<file path="config.mk">
export PLATFORM = sky130hd
export DESIGN_NAME = mem_port_arbiter_flat
export DESIGN_NICKNAME = d
export VERILOG_FILES = /design/src/rtl/mem_port_arbiter_pkg.sv /design/src/rtl/mem_port_arbiter_if.sv /design/src/rtl/mem_port_arbiter_lat_counter.sv /design/src/rtl/mem_port_arbiter.sv /design/src/flat_wrapper.sv
export SDC_FILE = /design/constraint.sdc
export NUM_CORES = 1
export LEC_CHECK = 0
export CAP_MARGIN = 20
export CORE_MARGIN = 5
export CORE_UTILIZATION = 45
export DETAILED_ROUTE_END_ITERATION = 8
export PLACE_DENSITY = 0.9
export SYNTH_ARGS = -nofsm -noshare
export SYNTH_HDL_FRONTEND = slang
export SYNTH_SLANG_ARGS = --single-unit
</file>
<file path="constraint.sdc">
create_clock -name clk -period 3.5 [get_ports clk]
set_input_delay 0.7 -clock clk [delete_from_list [all_inputs] [get_ports clk]]
set_output_delay 0.7 -clock clk [all_outputs]
set_load 0.02 [all_outputs]
</file>
<file path="src/rtl/mem_port_arbiter_pkg.sv">
// Shared types and default widths for the IF/MEM single-port SRAM arbiter.
package mem_arb_pkg;

  typedef enum logic [1:0] {
    ARB_IDLE,
    ARB_ISSUE,
    ARB_WAIT,
    ARB_RESP
  } arb_state_e;

  typedef enum logic {
    OWN_IF,
    OWN_DM
  } arb_owner_e;

  localparam int unsigned ARB_ADDR_W = 14;
  localparam int unsigned ARB_DATA_W = 32;

endpackage

</file>
<file path="src/rtl/mem_port_arbiter_if.sv">
// Requester and SRAM signal bundle for mem_port_arbiter; the slave modport is the arbiter side.
interface mem_port_arbiter_if
  import mem_arb_pkg::*;
#(
  parameter int unsigned ADDR_W = ARB_ADDR_W,
  parameter int unsigned DATA_W = ARB_DATA_W
);
  logic                  if_req;
  logic [ADDR_W-1:0]     if_addr;
  logic [DATA_W-1:0]     if_rdata;
  logic                  if_done;
  logic                  if_stall;

  logic                  dm_req;
  logic [DATA_W/8-1:0]   dm_we;
  logic [ADDR_W-1:0]     dm_addr;
  logic [DATA_W-1:0]     dm_wdata;
  logic [DATA_W-1:0]     dm_rdata;
  logic                  dm_done;
  logic                  dm_stall;

  logic                  mem_cs;
  logic [DATA_W/8-1:0]   mem_we;
  logic [ADDR_W-1:0]     mem_addr;
  logic [DATA_W-1:0]     mem_di;
  logic [DATA_W-1:0]     mem_do;

  modport slave (
    input  if_req, if_addr, dm_req, dm_we, dm_addr, dm_wdata, mem_do,
    output if_rdata, if_done, if_stall, dm_rdata, dm_done, dm_stall,
           mem_cs, mem_we, mem_addr, mem_di
  );

  modport master (
    output if_req, if_addr, dm_req, dm_we, dm_addr, dm_wdata, mem_do,
    input  if_rdata, if_done, if_stall, dm_rdata, dm_done, dm_stall,
           mem_cs, mem_we, mem_addr, mem_di
  );
endinterface

</file>
<file path="src/rtl/mem_port_arbiter_lat_counter.sv">
// Read-latency counter: loaded with MEM_LAT on issue, counts down in WAIT, flags the last cycle.
module arb_lat_counter #(
  parameter int unsigned MEM_LAT = 1
) (
  input  logic clk,
  input  logic rst,
  input  logic load,
  input  logic en,
  output logic last
);
  localparam int unsigned CW = (MEM_LAT < 2) ? 1 : $clog2(MEM_LAT + 1);

  logic [CW-1:0] cnt_q;

  always_ff @(posedge clk) begin
    if (rst) begin
      cnt_q <= '0;
    end else if (load) begin
      cnt_q <= CW'(MEM_LAT);
    end else if (en && (cnt_q != '0)) begin
      cnt_q <= cnt_q - CW'(1);
    end
  end

  assign last = (cnt_q == CW'(1));
endmodule

</file>
<file path="src/rtl/mem_port_arbiter.sv">
// Shares one single-port SRAM between fetch (IF) and load/store (DM) via an issue/wait/response FSM.
// Optional starvation guard for IF is enabled by defining MEM_ARB_STARVE_GUARD_EN.
module mem_port_arbiter
  import mem_arb_pkg::*;
#(
  parameter int unsigned ADDR_W     = ARB_ADDR_W,
  parameter int unsigned DATA_W     = ARB_DATA_W,
  parameter int unsigned MEM_LAT    = 1,
  parameter int unsigned STARVE_MAX = 4
) (
  input logic               clk,
  input logic               rst,
  mem_port_arbiter_if.slave bus
);
  localparam int unsigned BE_W = DATA_W / 8;

  arb_state_e        state_q, state_d;
  arb_owner_e        owner_q;
  logic              abort_q;
  logic              abort_now;
  logic              flush_now;
  logic              any_req;
  logic              grant_dm;
  logic              lat_last;
  logic [ADDR_W-1:0] addr_q;
  logic [BE_W-1:0]   we_q;
  logic [DATA_W-1:0] wdata_q;
  logic [DATA_W-1:0] if_rdata_q;
  logic [DATA_W-1:0] dm_rdata_q;

  assign any_req   = bus.if_req | bus.dm_req;
  // A fetch withdrawn mid-access still finishes on the SRAM but must not complete.
  assign flush_now = (owner_q == OWN_IF) && (state_q != ARB_IDLE) && !bus.if_req;
  assign abort_now = abort_q | flush_now;

`ifdef MEM_ARB_STARVE_GUARD_EN
  localparam int unsigned SW = $clog2(STARVE_MAX + 1);

  logic [SW-1:0] starve_cnt;

  always_ff @(posedge clk) begin
    if (rst) begin
      starve_cnt <= '0;
    end else if (state_q == ARB_IDLE) begin
      if (!bus.if_req) begin
        starve_cnt <= '0;
      end else if (grant_dm) begin
        starve_cnt <= starve_cnt + SW'(1);
      end else begin
        starve_cnt <= '0;
      end
    end
  end

  assign grant_dm = bus.dm_req && !(bus.if_req && (starve_cnt == SW'(STARVE_MAX)));
`else
  assign grant_dm = bus.dm_req;
`endif

  arb_lat_counter #(
    .MEM_LAT (MEM_LAT)
  ) u_lat (
    .clk  (clk),
    .rst  (rst),
    .load (state_q == ARB_ISSUE),
    .en   (state_q == ARB_WAIT),
    .last (lat_last)
  );

  always_ff @(posedge clk) begin
    if (rst) begin
      state_q <= ARB_IDLE;
    end else begin
      state_q <= state_d;
    end
  end

  always_comb begin
    state_d = state_q;
    unique case (state_q)
      ARB_IDLE:  if (any_req) state_d = ARB_ISSUE;
      ARB_ISSUE: state_d = (we_q != '0) ? ARB_RESP : ARB_WAIT;
      ARB_WAIT:  if (lat_last) state_d = ARB_RESP;
      ARB_RESP:  state_d = ARB_IDLE;
      default:   state_d = ARB_IDLE;
    endcase
  end

  always_comb begin
    bus.mem_cs   = (state_q == ARB_ISSUE);
    bus.mem_we   = (state_q == ARB_ISSUE) ? we_q : '0;
    bus.mem_addr = addr_q;
    bus.mem_di   = wdata_q;
    bus.if_done  = !rst && (state_q == ARB_RESP) && (owner_q == OWN_IF) && !abort_now;
    bus.dm_done  = !rst && (state_q == ARB_RESP) && (owner_q == OWN_DM);
    bus.if_stall = bus.if_req && !bus.if_done;
    bus.dm_stall = bus.dm_req && !bus.dm_done;
    bus.if_rdata = if_rdata_q;
    bus.dm_rdata = dm_rdata_q;
  end

  always_ff @(posedge clk) begin
    if (rst) begin
      owner_q    <= OWN_IF;
      abort_q    <= 1'b0;
      addr_q     <= '0;
      we_q       <= '0;
      wdata_q    <= '0;
      if_rdata_q <= '0;
      dm_rdata_q <= '0;
    end else begin
      if ((state_q == ARB_IDLE) && any_req) begin
        owner_q <= grant_dm ? OWN_DM : OWN_IF;
        addr_q  <= grant_dm ? bus.dm_addr : bus.if_addr;
        we_q    <= grant_dm ? bus.dm_we : '0;
        wdata_q <= grant_dm ? bus.dm_wdata : '0;
      end
      if (state_q == ARB_RESP) begin
        abort_q <= 1'b0;
      end else if (flush_now) begin
        abort_q <= 1'b1;
      end
      if ((state_q == ARB_WAIT) && lat_last) begin
        if (owner_q == OWN_DM) begin
          dm_rdata_q <= bus.mem_do;
        end else if (!abort_now) begin
          if_rdata_q <= bus.mem_do;
        end
      end
    end
  end

  a_params_ok: assert property (@(posedge clk) (MEM_LAT >= 1) && (STARVE_MAX >= 1));

  a_dm_req_held: assert property (@(posedge clk) disable iff (rst)
    (bus.dm_req && !bus.dm_done) |=> bus.dm_req);
endmodule
</file>
<file path="src/flat_wrapper.sv">
// flat-port wrapper written by rule: the top's interface ports become plain ports
module mem_port_arbiter_flat import mem_arb_pkg::*;
#(
  parameter int unsigned ADDR_W     = ARB_ADDR_W,
  parameter int unsigned DATA_W     = ARB_DATA_W,
  parameter int unsigned MEM_LAT    = 1,
  parameter int unsigned STARVE_MAX = 4
)
  (clk, rst, bus_if_req, bus_if_addr, bus_dm_req, bus_dm_we, bus_dm_addr, bus_dm_wdata, bus_mem_do, bus_if_rdata, bus_if_done, bus_if_stall, bus_dm_rdata, bus_dm_done, bus_dm_stall, bus_mem_cs, bus_mem_we, bus_mem_addr, bus_mem_di);
  mem_port_arbiter_if #(.ADDR_W(ADDR_W), .DATA_W(DATA_W)) bus_i ();
  input logic clk;
  input logic rst;
  input wire logic [$bits(bus_i.if_req)-1:0] bus_if_req;
  input wire logic [$bits(bus_i.if_addr)-1:0] bus_if_addr;
  input wire logic [$bits(bus_i.dm_req)-1:0] bus_dm_req;
  input wire logic [$bits(bus_i.dm_we)-1:0] bus_dm_we;
  input wire logic [$bits(bus_i.dm_addr)-1:0] bus_dm_addr;
  input wire logic [$bits(bus_i.dm_wdata)-1:0] bus_dm_wdata;
  input wire logic [$bits(bus_i.mem_do)-1:0] bus_mem_do;
  output wire logic [$bits(bus_i.if_rdata)-1:0] bus_if_rdata;
  output wire logic [$bits(bus_i.if_done)-1:0] bus_if_done;
  output wire logic [$bits(bus_i.if_stall)-1:0] bus_if_stall;
  output wire logic [$bits(bus_i.dm_rdata)-1:0] bus_dm_rdata;
  output wire logic [$bits(bus_i.dm_done)-1:0] bus_dm_done;
  output wire logic [$bits(bus_i.dm_stall)-1:0] bus_dm_stall;
  output wire logic [$bits(bus_i.mem_cs)-1:0] bus_mem_cs;
  output wire logic [$bits(bus_i.mem_we)-1:0] bus_mem_we;
  output wire logic [$bits(bus_i.mem_addr)-1:0] bus_mem_addr;
  output wire logic [$bits(bus_i.mem_di)-1:0] bus_mem_di;
  assign bus_i.if_req = bus_if_req;
  assign bus_i.if_addr = bus_if_addr;
  assign bus_i.dm_req = bus_dm_req;
  assign bus_i.dm_we = bus_dm_we;
  assign bus_i.dm_addr = bus_dm_addr;
  assign bus_i.dm_wdata = bus_dm_wdata;
  assign bus_i.mem_do = bus_mem_do;
  assign bus_if_rdata = bus_i.if_rdata;
  assign bus_if_done = bus_i.if_done;
  assign bus_if_stall = bus_i.if_stall;
  assign bus_dm_rdata = bus_i.dm_rdata;
  assign bus_dm_done = bus_i.dm_done;
  assign bus_dm_stall = bus_i.dm_stall;
  assign bus_mem_cs = bus_i.mem_cs;
  assign bus_mem_we = bus_i.mem_we;
  assign bus_mem_addr = bus_i.mem_addr;
  assign bus_mem_di = bus_i.mem_di;
  mem_port_arbiter #(.ADDR_W(ADDR_W), .DATA_W(DATA_W), .MEM_LAT(MEM_LAT), .STARVE_MAX(STARVE_MAX)) u_core (.clk(clk), .rst(rst), .bus(bus_i));
endmodule
</file>
== Word-level counts from Yosys, hierarchy flattened ==
Index checks and enable logic that the tools add are counted.

* ROM bits: 0
* Bits in registers: 119
* Memory bits (writable): 0
* Memories kept: 0
* Latch bits: 0

* Reduce and logical (&&, ||, !) cells: 23
* Multipliers: 0
* Div/mod/pow operators: 0
* Shifts and indexed selects: 0
* Muxes and demuxes: 11
* $lt $le $gt $ge: 0
* Add/sub/neg operators: 1
* Equal/unequal tests: 5
* Bitwise gates (word level): 4

{| class="wikitable"
|+ Operators with widths
! cell !! number
|-
| $mux 32 || 1
|-
| $mux 14 || 1
|-
| $logic_and 1x1->1 || 10
|-
| $mux 4 || 2
|-
| $pmux 2 s4 || 1
|-
| $logic_not 1->1 || 5
|-
| $eq 2x2->1 const B || 2
|-
| $mux 1 || 4
|-
| $mux 2 || 2
|-
| $ne 2x1->1 const B || 2
|-
| $reduce_and 2->1 || 2
|-
| $reduce_bool 2->1 || 2
|-
| $reduce_bool 4->1 || 1
|-
| $reduce_and 3->1 || 1
|-
| $eq 2x1->1 const B || 1
|-
| $logic_not 2->1 || 1
|-
| $not 1->1 || 2
|-
| $or 1x1->1 || 2
|-
| $reduce_or 2->1 || 1
|-
| $sub 1x1->1 const B || 1
|}

== Logic depth before layout (Yosys ltp) ==
Gate-level depths: netlist of run 1.

* Depth after elaboration: 8
* Depth in mapped cells: 8

== By module ==
A second synthesis of run 1 with hierarchy kept.

* Cells, all modules: 547
* Area, all modules: 4,797.1 um^2

{| class="wikitable"
|+ Modules (own cells, without submodules)
! module !! cells an instance !! area an instance (um^2) !! times used !! sequential area each (um^2)
|-
| mem_port_arbiter || 543 || 4,758.3 || 1 || 2,362.3
|-
| arb_lat_counter || 4 || 38.8 || 1 || 20.0
|}

== Worst setup path before layout of run 1 ==
No wires, ideal clock.

* Kind: input to output
* Start point: input rst
* End point: output bus_if_stall
* Arrival time: 2.043 ns
* Cell stages on the path: 4
* Path buffers: 1
* Required time: 2.800 ns
* Setup slack: 0.757 ns
* Path through: clkbuf_1 -> nand2b_1 -> nor4_1 -> nor2b_1

* Longest elaborated chain between the ends: 6

{| class="wikitable"
|+ RTL lines
! element !! line !! RTL
|-
| start, declared || flat_wrapper.sv:12 || <nowiki>input logic rst;</nowiki>
|-
| $logic_not 1->1 || mem_port_arbiter.sv:94 || <nowiki>bus.if_done = !rst && (state_q == ARB_RESP) && (owner_q == OWN_IF) && !abort_now;</nowiki>
|-
| $logic_and 1x1->1 (3 in series) || mem_port_arbiter.sv:94 ||
|-
| via bus_if_done || flat_wrapper.sv:21 || <nowiki>output wire logic [$bits(bus_i.if_done)-1:0] bus_if_done;</nowiki>
|-
| $logic_not 1->1 || mem_port_arbiter.sv:96 || <nowiki>bus.if_stall = bus.if_req && !bus.if_done;</nowiki>
|-
| $logic_and 1x1->1 || mem_port_arbiter.sv:96 ||
|-
| end, declared || flat_wrapper.sv:22 || <nowiki>output wire logic [$bits(bus_i.if_stall)-1:0] bus_if_stall;</nowiki>
|}

The timed path passes the listed nets, and every way through them passes these cells.

== Final worst setup path of run 1 ==
* Start point: input bus_if_req
* End point: output bus_if_done

* Longest elaborated chain between the ends: 5

{| class="wikitable"
|+ RTL lines
! element !! line !! RTL
|-
| start, declared || flat_wrapper.sv:13 || <nowiki>input wire logic [$bits(bus_i.if_req)-1:0] bus_if_req;</nowiki>
|-
| $logic_not 1->1 || mem_port_arbiter.sv:33 || <nowiki>assign flush_now = (owner_q == OWN_IF) && (state_q != ARB_IDLE) && !bus.if_req;</nowiki>
|-
| $logic_and 1x1->1 || mem_port_arbiter.sv:33 ||
|-
| $or 1x1->1 || mem_port_arbiter.sv:34 || <nowiki>assign abort_now = abort_q | flush_now;</nowiki>
|-
| $logic_not 1->1 || mem_port_arbiter.sv:94 ||
|-
| $logic_and 1x1->1 || mem_port_arbiter.sv:94 ||
|-
| end, declared || flat_wrapper.sv:21 ||
|}

No other way between the ends.

==> results.ini, run 1 <==
[run_status]
status = completed

[timing]
fin_crit_ps = 3311
slew_headroom = 0.4190
hold_ws_ps = 454.7
rsz0062_at_grt = false
clock_skew_ps = 8.648
finalSetupTns_ps = 0
tightest_slew_ps = 871.5
finalHoldViolCount = 0
clock.fmax_mhz = 302.1
slew_violations = 0
setup_viol = 0
min_period_over_period = 0.9459

[pwr]
net-switching-power_w = 0.001424
p_seq_frac = 0.349
ir_drop_mv = 0.4315
total_leakage_power_nw = 2.702
switching_share = 0.3081
p_comb_frac = 0.274
p_int_w = 0.003198
p_clk_frac = 0.377
power_density_mw_per_mm2 = 608.0

[min_path]
min_path_type = reg -> reg

[global_route]
grt_pass1_wl_um = 23330
antenna_found_initial = 0
grt_max_degree = 84
first_global_vias = 4762
track_usage = 0.2289
gr-total-overflow = 0

[floorplan]
die_x_um = 113.2
initial_core_util = 0.4618
rows = 37
die_h_um = 113.2
core_area_mm2 = 0.01037
ioPinCount = 219
dieArea_mm2 = 0.01280

[critical_path]
required_ps = 2800
critPathKind = in -> out
cp_slowest_cell = clkdlybuf4s50_1
cp_slowest_stage_delay_ps = 740
end_kind = output port
cp_cell_sequence = clkdlybuf4s50_1, nor2_2, nor4_1, clkdlybuf4s50_1
cp_common_cell = clkdlybuf4s50_1
crit_fanout = 3
start_kind = primary input
critical_path_arrival_ps = 2610

[route]
drtIter0Drc = 294
dr.pass1.iters = 4
via_count = 4593
antenna_left = 0
via_per_inst = 5.109
wl_per_cell_um = 16.47
drc = 0
routed_wl_um = 14810

[placement]
hpwl_um = 10480
dpl.cell_count = 867
portBuffers = 218
gp_congestion = 0.7999
placed_area_mm2 = 0.006998

[clock_network]
cts-root-buf = clkbuf_8
cts.sinks = 119
cts_buffer_depth = 2
cts_tree = built
cts_hold_buffers = 0
post-cts-setup-buffers = 0
insertion_delay_ps = 510
ctsResizeCount = 0
clk_pin_slew_ps = 50
numCtsBuffers = 17
cts-htree-levels = 4

[synthesis]
synth_edf_count = 0
synth_cells = 547
synth.lib_cells_used.distinct = 27
synth_area_per_cell_um2 = 8.754
ys_seq_area_frac = 0.4975
ys_ff_latch = 119
synth.cell_area_mm2 = 0.004788
yosysWarnings = 0
post-synth-top-area-fraction = 0.4975
yosysTopAreaCell = dfxtp_1
syn_nets = 651
ys.flop_type = dfxtp_1
yosys-top-cells-count = dfxtp_1, nand2_1, a21oi_1, nand2b_1, mux2i_1
yosys-top-cells-area = dfxtp_1, mux2i_1, nand2b_1
synth.most_common_cell = dfxtp_1
async_flop_share = 0

[cells_and_area]
area_growth_syn_to_layout_pct = 58.79
drive_gt1_frac = 0.06160
layout.cells.non_filler = 899
utilization = 0.7332
final_area_mm2 = 0.007604
nets = 854
antennaDiodeCount = 0

[flow_run]
drv_cap = 0

## sequential cells by signal, indices dropped and copies added (netlist names)
signal               count
u_core.state_q           2
u_core.we_q              4
u_core.u_lat.last        1
u_core.owner_q           1
u_core.bus.mem_di       32
u_core.bus.if_rdata     32
u_core.bus.mem_addr     14
u_core.abort_q           1
u_core.bus.dm_rdata     32
## power groups by stage
| stage | registers (W) | clock network (W) | logic, W |
|---|---|---|---|
| 6_report | 0.00161 | 0.00174 | 0.00127 |
| 5_1_grt | 0.00164 | 0.00184 | 0.00137 |
| 4_1_cts | 0.00161 | 0.00177 | 0.00127 |
| 3_5_place_dp | 0.00164 | 0 | 0.00126 |
| 3_3_place_gp | 0.00163 | 0 | 0.00122 |
| 2_1_floorplan | 0.00178 | 0 | 0.000591 |
## metrics by stage
| step | total power, W | setup WS, ps |
|---|---|---|
| after CTS | 0.004654 | 154.2 |
| after global placement | 0.002845 | 211.7 |
| after floorplan | 0.002373 | 757.1 |
| after detailed placement | 0.002895 | 243.8 |
| final | 0.004623 | 189.4 |
| after global routing | 0.004848 | 38.88 |
## cells in the final DEF, fill, tap and decap left out, drive strengths merged, types with 14 or more instances in the layout
cell / instances
nand2: 103
clkbuf: 20
mux2i: 47
nor2: 19
a21oi: 72
a211oi: 14
dfxtp: 119
clkdlybuf4s50: 216
nand3: 37
nand2b: 67
## worst max-delay path: cells and delay by family
kind / cells / cell delay (ps)
simple gates: 2 / 630
buf+inv: 2 / 1270
## metal layers
metal / wire [um] / global-route usage
met5: 0 / 0
met4: 344 / 0.09135
met3: 1550 / 0.1000
met2: 7111 / 0.3953
met1: 5802 / 0.2454
## area by class of cell
cell class                      instances  area [um2]
Fill cell                             716        2766
Timing Repair Buffer                  228        2250
Clock inverter                         12       150.1
Multi-Input combinational cell        380        2181
Clock buffer                           20       455.4
Inverter                                4       15.01
Tap cell                              136       170.2
Sequential cell                       119        2382
## cells by family (layout without fill, tap and decap cells)
family	count (synthesis)	count (layout)	share of synthesized area
buffers and inverters	48	264	0.04703
multiplexers	47	47	0.09825
AND/OR/NAND/NOR	238	238	0.2407
adder cells (fa/ha/maj)	4	4	0.01045
flip-flops	119	119	0.4975
AO/OA/AOI/OAI	91	91	0.1061
## path summary, 6_finish.rpt
path / startpoint / endpoint / slack (ps) / depth (start not counted)
setup / recovery: bus_if_req / bus_if_done / 190 / 4
hold / removal: u_core.bus.dm_rdata[1] / u_core.bus.dm_rdata[1] / 450 / 2
setup reg to reg: u_core.state_q[0] / u_core.bus.mem_addr[5] / 1170 / 6
hold reg to reg: u_core.bus.dm_rdata[1] / u_core.bus.dm_rdata[1] / 450 / 2
Note: power is estimated with default switching activity, not from simulation.
==> run 2: changes to the inputs <==
--- a/config.mk
+++ b/config.mk
@@ -5,6 +5,7 @@
 export SDC_FILE = /design/constraint.sdc
 export NUM_CORES = 1
 export LEC_CHECK = 0
+export ABC_AREA = 1
 export CAP_MARGIN = 20
 export CORE_MARGIN = 5
 export CORE_UTILIZATION = 45
==> run 2 against run 1 <==
Effect of this change: worst setup slack better by 83 ps; die area rose by 1.3%; sequential share of layout area up 0.11 points; global-route usage rose by 0.42 points; register-to-register slack better by 170 ps.
==> results.ini, run 2 <==
[synthesis]
yosysWarnings = 0
async_flop_share = 0
ys.flop_type = dfxtp_1
synth.cell_area_mm2 = 0.004855
synth_xor_area_frac = 0
yosys-top-cells-count = nand2_1, dfxtp_1, a21oi_1, nor2_1
synth_edf_count = 0
synth.most_common_cell = nand2_1
syn_nets = 698
ys_ff_latch = 119
yosys-top-cells-area = dfxtp_1, nand2_1, a21oi_1
synthSimpleGateAreaFrac = 0.2835
synth_top_family_by_area = simple AND/OR/NAND/NOR gates
synth_area_per_cell_um2 = 8.173
synth_mux_area_frac = 0.02887
synth.lib_cells_used.distinct = 29
synth-compound-area-share = 0.1093
ys_seq_area_frac = 0.4907
synth_cells = 594
yosysTopAreaCell = dfxtp_1
synth_fa_ha_area_frac = 0.01031
post-synth-top-area-fraction = 0.4907

[min_path]
min_to = u_core.bus.mem_di[27]
hold-path-cell-count = 2
min_path_type = reg -> reg
holdCritStartpoint = u_core.bus.mem_di[27]

[global_route]
gr-total-overflow = 0
first_global_vias = 4912
grt_max_degree = 73
antenna_found_initial = 0
grt_pass1_wl_um = 24330
track_usage = 0.2331

[clock_network]
cts_hold_buffers = 0
numCtsBuffers = 17
cts_tree = built
clk_pin_slew_ps = 60
cts-htree-levels = 4
insertion_delay_ps = 500
cts-root-buf = clkbuf_8
cts_buffer_depth = 2
ctsResizeCount = 0
cts.sinks = 119
post-cts-setup-buffers = 0

[critical_path]
crit_fanout = 5
critical_path_arrival_ps = 2530
rr_startpoint = u_core.state_q[0]
end_kind = output port
start_kind = register
critPathKind = reg -> out
reg2regPathDepth = 8
reg2reg_to = u_core.bus.mem_di[1]
reg2reg_slack_ps = 1340
required_ps = 2800

[timing]
hold_ws_ps = 458.3
finalHoldViolCount = 0
fin_crit_ps = 3227
finalSetupTns_ps = 0
rsz0062_at_grt = false
min_period_over_period = 0.9221
slew_violations = 0
clock_skew_ps = 9.807
setup_viol = 0
clock.fmax_mhz = 309.9
tightest_slew_ps = 777.6
slew_headroom = 0.4816

[floorplan]
die_x_um = 113.9
ioPinCount = 219
rows = 38
die_h_um = 113.9
core_area_mm2 = 0.01070
dieArea_mm2 = 0.01297
initial_core_util = 0.4538

[cells_and_area]
nets = 899
antennaDiodeCount = 0
num-fill-cells = 801
layout.cells.non_filler = 948
final_cell_mix = clkdlybuf4s50_1, nand2_1, dfxtp_1
ff_latch_area_mm2 = 0.002382
drive_gt1_frac = 0.08663
multi_input_area_mm2 = 0.002097
utilization = 0.7083
area_growth_syn_to_layout_pct = 56.08
final_common_cell = clkdlybuf4s50_1

[run_status]
status = completed

[placement]
hpwl_um = 10720
dpl.cell_count = 915
portBuffers = 218
gp_congestion = 0.8195

[route]
dr.pass1.iters = 4
drc = 0
antenna_left = 0
wl_per_cell_um = 15.91
via_per_inst = 5.107
drtIter0Drc = 286
via_count = 4841
routed_wl_um = 15080

[flow_run]
drv_cap = 0

[pwr]
total_leakage_power_nw = 2.863
power_w = 0.004894
power_density_mw_per_mm2 = 645.8
ir_drop_mv = 0.4085

[run 2: area by class of cell]
type,instances,area share
clock inverters,8,0.01899
repair buffers,226,0.2962
clock buffers,24,0.06209
flip-flops and latches,119,0.3144
multi-input cells,415,0.2768
well taps,140,0.02312
inverters,16,0.008421
[run 2: metrics by stage]
stage               cell area, um2  setup WS (ps)
floorplan                     4855           1121
global placement              6948          403.9
detailed placement            6948          362.4
CTS                           7562          245.7
global route                  7577          106.0
finish                        7577          272.8
[run 2: kinds of logic after synthesis]
group	after synthesis
flops	119
buf+inv	60
simple gates	292
mux	14
compound gates	105
fa+ha+maj	4
[run 2: power by group]
group / total, W / internal (W) / switching, W / leakage [nW]
clock: 0.00180 / 0.00121 / 0.000588 / 0.303
combinational: 0.00144 / 0.000590 / 0.000852 / 1.59
sequential: 0.00165 / 0.00154 / 0.000108 / 0.968
[run 2: worst max path at each step]
stage,startpoint,end,slack [ps],cells after the start
after floorplan,rst,bus_if_stall,1120,6
after global placement,bus_if_req,bus_if_stall,400,7
after detailed placement,bus_if_req,bus_if_stall,360,7
after CTS,u_core.state_q[0],bus_if_stall,250,8
after global routing,u_core.state_q[0],bus_if_stall,110,8
final,u_core.state_q[0],bus_if_stall,270,8
[run 2: layer usage]
layer / global-route usage / wire length (um) / up-vias
met4: 0.09897 / 379 / 0
met5: 0 / 0 / -
met3: 0.08647 / 1331 / 32
met1: 0.2629 / 5798 / 2250
met2: 0.3962 / 7574 / 214
li1: - / - / 2345
[run 2: worst max-delay path, cell delays in order, from the launching register on]
cell and delay [ps]:
dfxtp_1 410, inv_1 90, ha_1 290, nor2_2 250, nand2_4 90, nand3_4 100, nor2_1 70, nor2_1 110
clkdlybuf4s50_1 620
